`config.mk`:
```
export PLATFORM = sky130hd
export DESIGN_NAME = noc_weighted_rr_arbiter
export DESIGN_NICKNAME = d
export VERILOG_FILES = /design/src/rtl/noc_weighted_rr_arbiter.sv
export SDC_FILE = /design/constraint.sdc
export NUM_CORES = 1
export LEC_CHECK = 0
export BUFFER_PORTS_ARGS = -buffer_cell sky130_fd_sc_hd__clkbuf_2
export CELL_PAD_IN_SITES_DETAIL_PLACEMENT = 0
export CELL_PAD_IN_SITES_GLOBAL_PLACEMENT = 1
export CORE_MARGIN = 2
export CORE_UTILIZATION = 39
export CTS_CLUSTER_DIAMETER = 150
export DETAILED_ROUTE_END_ITERATION = 10
export GPL_TIMING_DRIVEN = 1
export PLACE_DENSITY_LB_ADDON = 0.1
export SLEW_MARGIN = 30
export SYNTH_ARGS = -nofsm -noshare
export SYNTH_HDL_FRONTEND = slang
export SYNTH_SLANG_ARGS = --single-unit
```
`constraint.sdc`:
```
create_clock -name noc_clk -period 6.77 [get_ports noc_clk]
set_input_delay 1.354 -clock noc_clk [delete_from_list [all_inputs] [get_ports noc_clk]]
set_output_delay 1.354 -clock noc_clk [all_outputs]
set_load 0.03 [all_outputs]
```
`src/rtl/noc_weighted_rr_arbiter.sv`:
```
// Weighted round-robin arbiter: zero-latency one-hot grant, per-requester consecutive-grant
// quota, optional grant lock until the holder signals free.
module noc_weighted_rr_arbiter #(
    parameter int unsigned REQUESTS     = 4,
    parameter int unsigned WEIGHT_WIDTH = 4,
    parameter int unsigned KEEP_RESULT  = 1,
    parameter int unsigned INITIAL_PTR  = REQUESTS - 1,
    localparam int unsigned IW          = (REQUESTS > 1) ? $clog2(REQUESTS) : 1
) (
    input  logic                             noc_clk,
    input  logic                             noc_rst_n,
    input  logic [REQUESTS-1:0]              request,
    input  logic [REQUESTS-1:0]              free,
    input  logic [REQUESTS*WEIGHT_WIDTH-1:0] weight,
    output logic [REQUESTS-1:0]              o_grant,
    output logic                             o_grant_valid,
    output logic [IW-1:0]                    o_grant_index
);

    logic                    busy_q, busy_d;
    logic [IW-1:0]           ptr_q, ptr_d;
    logic [WEIGHT_WIDTH-1:0] cnt_q, cnt_d;

    logic                    grab;
    logic                    stay;
    logic                    found;
    logic [IW-1:0]           search_idx;
    logic [IW-1:0]           winner;
    logic [IW-1:0]           grant_idx;
    logic                    grant_vld;
    logic [WEIGHT_WIDTH-1:0] win_weight;
    int unsigned             cand;

    // Search order: ptr+1, ptr+2, ... wrapping, with ptr itself scanned last.
    always_comb begin
        found      = 1'b0;
        search_idx = ptr_q;
        cand       = 0;
        for (int unsigned i = 1; i <= REQUESTS; i++) begin
            cand = (32'(ptr_q) + i) % REQUESTS;
            if (!found && request[cand]) begin
                found      = 1'b1;
                search_idx = IW'(cand);
            end
        end
    end

    always_comb begin
        grab       = !busy_q && (|request);
        stay       = request[ptr_q] && (cnt_q != '0);
        winner     = stay ? ptr_q : search_idx;
        win_weight = weight[32'(winner)*WEIGHT_WIDTH +: WEIGHT_WIDTH];

        grant_vld  = busy_q || grab;
        grant_idx  = grant_vld ? (busy_q ? ptr_q : winner) : '0;
    end

    always_comb begin
        o_grant = '0;
        for (int unsigned i = 0; i < REQUESTS; i++) begin
            o_grant[i] = grant_vld && (grant_idx == IW'(i));
        end
        o_grant_valid = grant_vld;
        o_grant_index = grant_idx;
    end

    always_comb begin
        busy_d = busy_q;
        ptr_d  = ptr_q;
        cnt_d  = cnt_q;
        if (busy_q) begin
            if (free[ptr_q]) begin
                busy_d = 1'b0;
            end
        end else if (grab) begin
            ptr_d = winner;
            if (stay) begin
                cnt_d = cnt_q - WEIGHT_WIDTH'(1);
            end else begin
                // A zero weight behaves as one: the reload becomes zero either way.
                cnt_d = (win_weight == '0) ? '0 : win_weight - WEIGHT_WIDTH'(1);
            end
            busy_d = (KEEP_RESULT != 0) && !free[winner];
        end
    end

    always_ff @(posedge noc_clk or negedge noc_rst_n) begin
        if (!noc_rst_n) begin
            busy_q <= 1'b0;
            ptr_q  <= IW'(INITIAL_PTR);
            cnt_q  <= '0;
        end else begin
            busy_q <= busy_d;
            ptr_q  <= ptr_d;
            cnt_q  <= cnt_d;
        end
    end

endmodule

```
# After elaboration in Yosys (flattened, before gate mapping)
# Index checks and enable logic that the tools add are counted.
# totals
latch_bits,0
mem_bits_ro,0
memories,0
reg_bits,7
out_inout_bits,7
inputBits,26
ram_bits,0
# classes
shifts,1
n_lt_le_gt_ge,6
multipliers,0
n_eq_ne,3
n_bitwise,1
div_mod_pow,0
add_sub_neg,6
muxes,29
reduce_logical,20
# op_table
op,count
$lt 2x3->1 const B,6
$shiftx 16x5->4,1
$bmux 1 s2,7
$mux 2,7
$mux 1,13
$logic_and 1x1->1,9
$mux 4,2
$sub 4x1->4 const B,2
$logic_not 1->1,5
$add 2x1->2 const B,2
$add 2x2->2 const B,2
$eq 2x2->1 const B,2
$logic_not 4->1,1
$reduce_bool 4->1,1
$reduce_or 4->1,1
$eq 2x1->1 const B,1
$logic_not 2->1,1
$reduce_and 2->1,1
$logic_or 1x1->1,1
$not 1->1,1

# Logic depth before layout (Yosys ltp)
# depth
word_depth,19
depth_mapped,11

# Least setup slack after synthesis
# Ideal clock, no wire load.
# synth_path
path_kind,in2out
from,input request[3]
to,output o_grant[0]
path_buffers,1
path_stages,9
arrival_ns,3.575
path_slack_ns,1.841
cell_sequence,buf_6 -> or4_1 -> o221ai_2 -> o21a_2 -> a2111oi_4 -> xnor2_2 -> a2bb2oi_1 -> nand2_1 -> nor2_1
# synth_via
elab_chain_cells,17
word_cells_on_any_way,32
cone_classes,mux: 20; reduce/logical: 12
# synth_rtl
element,line,rtl
"start, declared",12,"input logic [REQUESTS-1:0] request,"
$bmux 1 s2,41,if (!found && request[cand]) begin
$mux 1 (implied by the code),41,
$mux 1,41,
$logic_not 1->1,41,
$logic_and 1x1->1,41,
$mux 1,41,
$logic_not 1->1,41,
$logic_and 1x1->1,41,
$mux 1,41,
$logic_not 1->1,41,
$logic_and 1x1->1,41,
$mux 2,41,
$mux 2,51,winner = stay ? ptr_q : search_idx;
$mux 2 (2 in series),55,grant_idx = grant_vld ? (busy_q ? ptr_q : winner) : '0;
$logic_not 2->1,61,o_grant[i] = grant_vld && (grant_idx == IW'(i));
$logic_and 1x1->1 (*),61,
"end, declared",15,"output logic [REQUESTS-1:0] o_grant,"
# Every way passes the cells marked *; elsewhere a longest branch is shown, timed or not. The select of a mux whose other input is x is not followed.

# Worst setup path in the final report
# Ends and elaborated chain as after synthesis.

==> metrics.md <==
| Metric | Value |
|---|---|
| Status | `finished, final reports clean` |
| # Post-CTS Setup Buffers | `0` |
| CP Buf/Inv Count | `2` |
| Ys flop type | `dfrtp_1` |
| Die Span X | `~53 um` |
| Async S/R FF share, synth | `100.0%` |
| Detailed Place HPWL | `1716 um` |
| RSZ-0062 raised after global routing | `no` |
| Die height | `approximately 53 um` |
| PortBufs | `32` |
| CTS tree | `built` |
| Clock Sinks | `7` |
| Synth unique cells | `48` |
| Synthesized area per cell | `approximately 9.0 um^2` |
| Drt first-iter violations | `12` |
| Largest net degree at the start of global routing | `15` |
| Remaining DRCs | `0` |
| Crit path time final | `5.101 ns` |
| Max Clock Skew | `a little under 0.002 ns` |
| Post-synth EDFFs | `0` |
| Leak | `~0.54 nW` |
| Number of CTS-inserted buffers | `3` |
| Final Util | `between 40 and 50%` |
| Share of layout cells above drive strength 1 | `about two fifths` |
| CP Capture Type | `output port` |
| Commonest cells in the netlist | `16 x nor2_1, 12 x mux2i_1, 7 x inv_1` |
| Vias per std cell | `5.543` |
| Cells after Synth | `roughly 110` |
| Slew Viols, Final | `0` |
| WP data arrival | `approximately 3.8 ns` |
| Worst-Skew Late Latency | `0.24 ns` |
| Min-Delay Path Depth | `1` |
| Slew @ Worst Pin | `roughly 0.76 ns` |
| Final worst path period share | `75.35%` |
| Pre-antenna DRT Iters | `4` |
| Nets | `approximately 160` |
| Post-CTS Resized | `0` |
| R2R Path End | `cnt_q[1]$_DFFE_PN0P_` |
| Routed length per instance | `~13 um` |
| Max_cap viols | `0` |
| Min-delay src | `cnt_q[0]$_DFFE_PN0P_` |
| Yosys top cell by area | `dfrtp_1` |
| Crit path cell chain | `clkbuf_2, or4_1, o221ai_2, o21a_2, a2111oi_4, xnor2_2, a2bb2oi_1, nand2_1, nor2_1, clkbuf_2` |
| Register area share after synthesis | `between 10% and 20%` |
| Syn. warnings | `0` |
| Largest fanout on the critical path | `10` |
| Crit-path leading delay family | `compound AO/OA/AOI/OAI gates` |
| Initial antenna violation count | `0` |
| Net count after synthesis | `approximately 130` |
| H-Tree Depth | `1` |
| Vias in the first global route | `839` |
| VDD IR max | `0.0003414 V` |
| Root buf cell | `clkbuf_4` |
| Synth area leaders | `dfrtp_1 13%, mux2i_1 13%, mux4_2 7.2%, nor2_1 6.4%, dfstp_2 5.6%` |
| First-pass GRT wire length | `3546 um` |
| WS Path Type | `in -> out` |
| Fmax | `just under 0.2 GHz` |
| Layout area overhead | `19.68%` |
| Crit path launch type | `input port` |
| Post-CTS Hold Buffers | `0` |
| Core area | `0.002255 mm^2` |
| CTS max path bufs | `2` |
| R2r startpoint | `ptr_q[1]$_DFFE_PN1P_` |
| Most frequent cell after synthesis | `nor2_1` |
| Seq cells post-synth | `7` |
| Overflow left after global routing | `0` |
| Hold EP | `cnt_q[0]$_DFFE_PN0P_` |
| Clock transition at path regs | `roughly 0.050 ns` |
| Cell Rows | `17` |
| Routed WL | `2071 um` |
| Post-synth top area share | `about an eighth` |
| ANT cells | `0` |
| CP most frequent cell | `clkbuf_2` |
| Num ports | `33` |
| Total die area | `between 0.002 and 0.003 mm^2` |
| CP max stage delay | `approximately 0.50 ns` |
| Setup TNS | `0 ns` |
| Slew headroom | `approximately 50%` |
| Worst R2R Path Depth | `6` |
| Power Density | `a little under 600 mW/mm^2` |
| Reg2Reg Setup Slack | `3.59 ns` |
| Starting Density | `between 40% and 50%` |
| GRT Overall Usage | `between 15 and 20%` |
| Hold Vio Cnt, Final | `0` |
| Hold WC Path Type | `reg -> reg` |
| Mapped Area | `about 940 um^2` |
| Critical path's slowest cell | `or4_1` |
| Routability cong. | `around 0.85` |
| Worst endpoint required time | `approximately 5.4 ns` |
| Routed Antenna Nets | `0` |
| # setup viols final | `0` |
| Vias | `between 900 and 1000` |
-- worst max path at each step --
stage | from | end | slack (ns) | cells after the start
floorplan | request[3] | o_grant[0] | 1.84 | 9
global placement | request[3] | o_grant[2] | 1.79 | 10
detailed placement | request[3] | o_grant[2] | 1.66 | 10
CTS | request[3] | o_grant[2] | 1.65 | 10
global route | request[3] | o_grant[0] | 1.44 | 10
finish | request[3] | o_grant[0] | 1.67 | 10
-- power breakdown --
part,switching [mW],total [mW],internal (mW),leakage [nW]
registers,0.0420,0.113,0.0714,0.0790
logic,0.282,0.510,0.227,0.443
clock network,0.0141,0.0365,0.0224,0.0150
total,0.338,0.660,0.321,0.537
-- cell usage in the layout (no fill, tap or decap), types with 2 or more instances in the layout --
cell type and count:
dfstp_2 2, mux4_2 3, mux2_4 2, nor3_1 2, dfrtp_1 5, mux2i_1 12, mux2_2 4, clkbuf_4 3
and3b_1 2, nor2_1 16, clkbuf_2 32, inv_1 7, nand2_1 5, a21oi_1 6, a31oi_1 2
-- layer usage --
metal | global-route usage [%] | wire length, um | up-vias | share of wire, %
li1 | - | - | 465 | -
met1 | 22.18 | 1001 | 409 | 48
met2 | 28.13 | 921 | 33 | 44
met3 | 2.825 | 131 | 2 | 6.3
met4 | 5.128 | 17 | 0 | 0.82
met5 | 0 | 0 | - | 0
-- final cells by class --
| class | instances | area, um^2 |
|---|---|---|
| timing repair buffer | 32 | 160.2 |
| sequential | 7 | 177.7 |
| inverter | 7 | 26.28 |
| tap | 28 | 35.03 |
| multi-input combinational | 86 | 700.7 |
| clock buffer | 4 | 26.28 |
| fill | 243 | 1129 |
-- sequential cells by signal (all words and copies together), names as in the netlist --
signal  flops
cnt_q       4
ptr_q       2
busy_q      1
-- cells by family (layout without fill, tap and decap cells) --
kind of cell	after synthesis	after routing	share of synthesized area [%]
multiplexers	21	21	27.93
XOR/XNOR	1	1	1.729
flip-flops	7	7	18.88
AO/OA/AOI/OAI	26	26	23.27
buffers and inverters	12	43	6.649
AND/OR/NAND/NOR	37	37	20.22
adder cells (fa/ha/maj)	1	1	1.330
-- through the flow --
step                      power [mW]  hold slack [ns]  instances  setup WS, ns  instance area [um^2]
after CTS                     0.6652           0.5576        164         1.655                  1126
after global placement        0.6211           0.5402        160         1.790                  1100
after detailed placement      0.6267           0.5459        160         1.658                  1100
after floorplan               0.5355           0.5064        105         1.841                 940.9
after global routing          0.7249           0.5892        164         1.436                  1126
final                         0.6595           0.5607        164         1.669                  1126
Power figures use the tool's default switching activity.
